===== config.mk =====
export PLATFORM = sky130hd
export DESIGN_NAME = alu_rr_arbiter
export DESIGN_NICKNAME = d
export VERILOG_FILES = /design/src/rtl/cpu_arb_pkg.sv /design/src/rtl/rr_pick.sv /design/src/rtl/alu_rr_arbiter.sv
export SDC_FILE = /design/constraint.sdc
export NUM_CORES = 1
export LEC_CHECK = 0
export BUFFER_PORTS_ARGS = -buffer_cell sky130_fd_sc_hd__buf_4
export CORE_ASPECT_RATIO = 0.75
export CORE_MARGIN = 8
export CORE_UTILIZATION = 50
export DETAILED_ROUTE_END_ITERATION = 8
export PLACE_DENSITY_LB_ADDON = 0.2
export REMOVE_ABC_BUFFERS = 1
export SLEW_MARGIN = 5
export SYNTH_ARGS = -nofsm -noshare
export SYNTH_HDL_FRONTEND = slang
export SYNTH_SLANG_ARGS = --single-unit

===== constraint.sdc =====
create_clock -name clk -period 2.86 [get_ports clk]
set_input_delay 0.286 -clock clk [delete_from_list [all_inputs] [get_ports clk]]
set_output_delay 0.286 -clock clk [all_outputs]
set_load 0.005 [all_outputs]

===== src/rtl/cpu_arb_pkg.sv =====
// Shared definitions for the ALU round-robin arbiter: FSM state encoding and
// the watchdog counter width.
package cpu_arb_pkg;

  typedef enum logic [1:0] {
    IDLE  = 2'b00,
    GRANT = 2'b01,
    WAIT  = 2'b10
  } arb_state_e;

  localparam int unsigned WD_W = 8;

endpackage


===== src/rtl/rr_pick.sv =====
// Combinational rotating priority encoder: first set bit of req searching
// ptr, ptr+1, ... wrapping modulo N.
module rr_pick #(
  parameter int unsigned N = 4
) (
  input  logic [N-1:0]         req,
  input  logic [$clog2(N)-1:0] ptr,
  output logic [N-1:0]         pick,
  output logic [$clog2(N)-1:0] idx,
  output logic                 any
);

  localparam int unsigned SW = $clog2(N);

  logic [SW-1:0] pos;

  // Scan from the lowest priority upward so the highest-priority hit wins last.
  always_comb begin
    pick = '0;
    idx  = '0;
    pos  = '0;
    any  = |req;
    for (int k = N - 1; k >= 0; k--) begin
      pos = SW'((int'(ptr) + k) % N);
      if (req[pos]) begin
        pick      = '0;
        pick[pos] = 1'b1;
        idx       = pos;
      end
    end
  end

endmodule


===== src/rtl/alu_rr_arbiter.sv =====
// Round-robin arbiter sharing one multi-cycle ALU slice among N requesters.
// Optional watchdog that revokes stuck grants is enabled by ARB_TIMEOUT_EN.
module alu_rr_arbiter
  import cpu_arb_pkg::*;
#(
  parameter int unsigned N       = 4,
  parameter int unsigned TIMEOUT = 15
) (
  input  logic                 clk,
  input  logic                 rst_n,
  input  logic [N-1:0]         req,
  output logic [N-1:0]         gnt,
  output logic [$clog2(N)-1:0] sel,
  output logic                 start,
  input  logic                 done,
  output logic                 busy,
  output logic                 timeout
);

  localparam int unsigned SW = $clog2(N);

  arb_state_e    state, state_next;
  logic [N-1:0]  gnt_next;
  logic [SW-1:0] sel_next;
  logic [SW-1:0] ptr, ptr_next;
  logic          start_next, busy_next, timeout_next;
  logic          complete;
  logic          wd_hit;

  logic [N-1:0]  pick;
  logic [SW-1:0] pick_idx;
  logic          pick_any;

  rr_pick #(.N(N)) u_pick (
    .req  (req),
    .ptr  (ptr),
    .pick (pick),
    .idx  (pick_idx),
    .any  (pick_any)
  );

`ifdef ARB_TIMEOUT_EN
  logic [WD_W-1:0] wd, wd_next;

  // wd holds the number of WAIT cycles already completed; hit in the TIMEOUT-th one.
  assign wd_hit = (state == WAIT) && (wd == WD_W'(TIMEOUT - 1));
`else
  logic unused_cfg;

  assign wd_hit     = 1'b0;
  assign unused_cfg = ^TIMEOUT;
`endif

  always_ff @(posedge clk or negedge rst_n) begin
    if (!rst_n) begin
      state   <= IDLE;
      gnt     <= '0;
      sel     <= '0;
      start   <= 1'b0;
      busy    <= 1'b0;
      timeout <= 1'b0;
      ptr     <= '0;
`ifdef ARB_TIMEOUT_EN
      wd      <= '0;
`endif
    end else begin
      state   <= state_next;
      gnt     <= gnt_next;
      sel     <= sel_next;
      start   <= start_next;
      busy    <= busy_next;
      timeout <= timeout_next;
      ptr     <= ptr_next;
`ifdef ARB_TIMEOUT_EN
      wd      <= wd_next;
`endif
    end
  end

  // The pick is registered first (IDLE with busy set); the following edge
  // launches start together with the move to GRANT, where done is first honoured.
  always_comb begin
    state_next   = state;
    gnt_next     = gnt;
    sel_next     = sel;
    busy_next    = busy;
    start_next   = 1'b0;
    timeout_next = 1'b0;
    ptr_next     = ptr;
    complete     = 1'b0;
`ifdef ARB_TIMEOUT_EN
    wd_next      = (state == WAIT) ? wd + 1'b1 : '0;
`endif

    case (state)
      IDLE: begin
        if (busy) begin
          state_next = GRANT;
          start_next = 1'b1;
        end else if (pick_any) begin
          gnt_next  = pick;
          sel_next  = pick_idx;
          busy_next = 1'b1;
        end
      end
      GRANT: begin
        if (done) complete = 1'b1;
        else      state_next = WAIT;
      end
      WAIT: begin
        if (done) begin
          complete = 1'b1;
        end else if (wd_hit) begin
          complete     = 1'b1;
          timeout_next = 1'b1;
        end
      end
      default: state_next = IDLE;
    endcase

    if (complete) begin
      state_next = IDLE;
      gnt_next   = '0;
      busy_next  = 1'b0;
      ptr_next   = (sel == SW'(N - 1)) ? '0 : sel + 1'b1;
    end
  end

endmodule


==> flow_metrics.py <==
metrics = {
    "clocking": {
        "hold_buffers": 1,
        "post_cts_resized": 0,
        "cts-root-buf": "clkbuf_4",
        "cts.reportedPaths.clkPinSlew_ns": 0.08,
        "insertion_delay_ns": 0.27,
        "htree_levels": 1,
        "cts_tree": "built",
        "clkSinkCount": 12,
        "clock_path_buffers": 2,
        "cts_buffers": 3,
        "postCtsSetupRepairBufs": 0,
    },
    "placed_design": {
        "dp_hpwl_um": 1990,
        "dp_slack_ns": 0.829,
        "io_buffers": 14,
        "place_congestion": 0.858,
    },
    "routing": {
        "drt_iter0_markers": 121,
        "wl_per_cell_um": 16.3,
        "final_antenna_net_count": 0,
        "vias": 1019,
        "viasPerCell": 6.25,
        "first_pass_iters": 4,
        "drt-total-wl_um": 2660,
        "drc": 0,
    },
    "timing": {
        "hold_viol": 0,
        "fin_skew_ns": 0.00651,
        "finalSetupTns_ns": 0,
        "setup-violations-final": 0,
        "min_period_ns": 2.04,
        "layout_setup_ws_ns": 0.816,
        "whs_ns": 0.350,
        "fin_crit_sh": 0.715,
        "worst_pin_slew_ns": 0.781,
        "max-slew-margin-rel": 0.473,
        "rsz0062_at_grt": "no",
        "max_freq_mhz": 489,
        "drv_slew": 0,
    },
    "synthesis": {
        "ys_seq_area_frac": 0.256,
        "avgSynthCellArea_sq_um": 9.16,
        "netlist_area_sq_um": 1170,
        "synth.largest_area_cell": "dfrtp_1",
        "yosysTopAreaCellShare": 0.256,
        "ys_ff_latch": 12,
        "synthCells": 128,
        "synth_cell_types": 39,
        "yosys_warnings": 0,
        "yosys-top-cells-area": "dfrtp_1 26%, ha_1 14%, o21ai_0 6.0%",
    },
    "floorplan": {
        "die_height_um": 57.9,
        "die_w_um": 71.9,
        "start_util": 0.521,
        "dieArea_sq_um": 4170,
        "ios": 16,
        "core_area_sq_um": 2250,
        "rows": 15,
    },
    "critical_path": {
        "critPathKind": "reg -> reg",
        "cp.required_ns": 3.04,
        "cp-start-kind": "flop",
        "timing.rr.end": "gnt[3]",
        "r2r_cells": 5,
        "reg2reg_from": "ptr[1]",
        "crit_path_end_kind": "flop",
        "path_max_fanout": 10,
        "cp_data_arrival_time_ns": 2.23,
        "reg2reg_slack_ns": 0.82,
    },
    "finish": {
        "drive_gt1_frac": 0.181,
        "synthToLayoutAreaGrowth_pct": 9.29,
        "n_antenna_cell": 0,
        "ff_latch_area_sq_um": 300,
        "fillers": 194,
        "multi_input_comb_area_sq_um": 756,
        "nNetsFinal": 160,
    },
    "worst_hold_path": {
        "holdPathStages": 3,
        "worstHoldPathType": "in -> reg",
        "hold_path_end": "busy",
        "holdCritStartpoint": "done",
    },
    "grt": {
        "antenna_found_initial": 0,
        "grt_pass1_vias": 972,
        "grt_max_degree": 19,
        "grtUsageTotal": 0.134,
        "overflow": 0,
        "grt_pass1_wl_um": 4460,
    },
    "power_and_ir_drop": {
        "powerDensity_nw_per_um2": 994,
        "peakVddDrop_mv": 0.422,
        "p_leak_nw": 0.571,
    },
    "flow_run": {
        "cap_violations": 0,
    },
    "status": {
        "outcome": "finished clean",
    },
}
critical path, cell delays in order, from the launching register on:
cell	delay, ns
dfrtp_1	0.42
buf_4	0.21
mux4_2	0.62
a2111oi_0	0.44
a32oi_1	0.16
o21ai_0	0.11
cell usage after synthesis:
library cell  instances
o21ai_0              14
ha_1                 13
dfrtp_1              12
inv_1                11
nand2_1              11
a2111oi_0             4
a21o_1                4
a32oi_1               4
a41oi_1               4
a21oi_1               3
buf_2                 3
buf_4                 3
buf_6                 3
mux2i_1               3
nand2b_1              3
nor2_1                3
o221ai_1              3
and2_1                2
mux4_2                2
nand3_1               2
nor2b_1               2
o21a_1                2
a21boi_0              1
a221o_1               1
a22oi_1               1
a31oi_1               1
clkbuf_1              1
conb_1                1
mux2_2                1
mux4_1                1
nand3b_1              1
nor3_1                1
nor4_4                1
o211ai_1              1
o21ai_1               1
o21ba_2               1
o311ai_0              1
or2_2                 1
or3_1                 1
placed cells by master, fill, tap and decap left out, types with 2 or more instances in the layout:
cell type / count
a2111oi_0: 4
a21o_1: 4
a21oi_1: 3
a32oi_1: 4
a41oi_1: 4
and2_1: 2
buf_4: 16
clkbuf_4: 3
dfrtp_1: 12
ha_1: 13
inv_1: 11
mux2i_1: 3
mux4_2: 2
nand2_1: 11
nand2b_1: 3
nand3_1: 2
nor2_1: 3
nor2b_1: 2
o21a_1: 2
o21ai_0: 14
o221ai_1: 3
through the flow:
stage	util	instances	instance area, sq um	total power [mW]
after global routing	0.569	163	1280	1.41
after detailed placement	0.554	159	1250	1.16
after floorplan	-	118	1100	0.893
after CTS	0.569	163	1280	1.27
final	0.569	163	1280	1.27
after global placement	0.554	159	1250	1.16
how the worst max path moves through the flow:
stage / cells past startpoint / start / end / slack [ns]
3_3_place_gp: 5 / ptr[1] / gnt[2] / 0.89
6_report: 5 / ptr[1] / gnt[3] / 0.82
3_5_place_dp: 5 / ptr[1] / gnt[3] / 0.83
4_1_cts: 5 / ptr[1] / gnt[3] / 0.82
2_1_floorplan: 6 / ptr[0] / gnt[1] / 0.79
5_1_grt: 5 / ptr[1] / gnt[0] / 0.51
power by group:
group	internal [mW]	switching [mW]
logic	0.378	0.497
registers	0.243	0.0530
clock network	0.0486	0.0532
total	0.670	0.603
final cells by class:
type | instances | area share
repair buffers | 17 | 0.102
well taps | 25 | 0.0244
multi-input cells | 95 | 0.590
flip-flops and latches | 12 | 0.234
inverters | 11 | 0.0322
clock buffers | 3 | 0.0176
per-layer routing:
layer,part of all wire,track usage,vias up
met1,0.48,0.163,482
met5,0,0,-
met2,0.44,0.210,41
li1,-,-,492
met4,0.0086,0.0435,0
met3,0.074,0.0516,4
flip-flops by register name (all words and copies together), names as in the netlist:
signal / cells
gnt: 4
ptr: 2
sel: 2
state: 2
busy: 1
start: 1
cells by family after synthesis:
group,synth area share
AO/OA/AOI/OAI,0.276
AND/OR/NAND/NOR,0.130
buffers and inverters,0.0992
adder cells (fa/ha/maj),0.139
flip-flops,0.256
multiplexers,0.0961
other,0.00320
No activity file was read; power rests on OpenSTA's default activity.
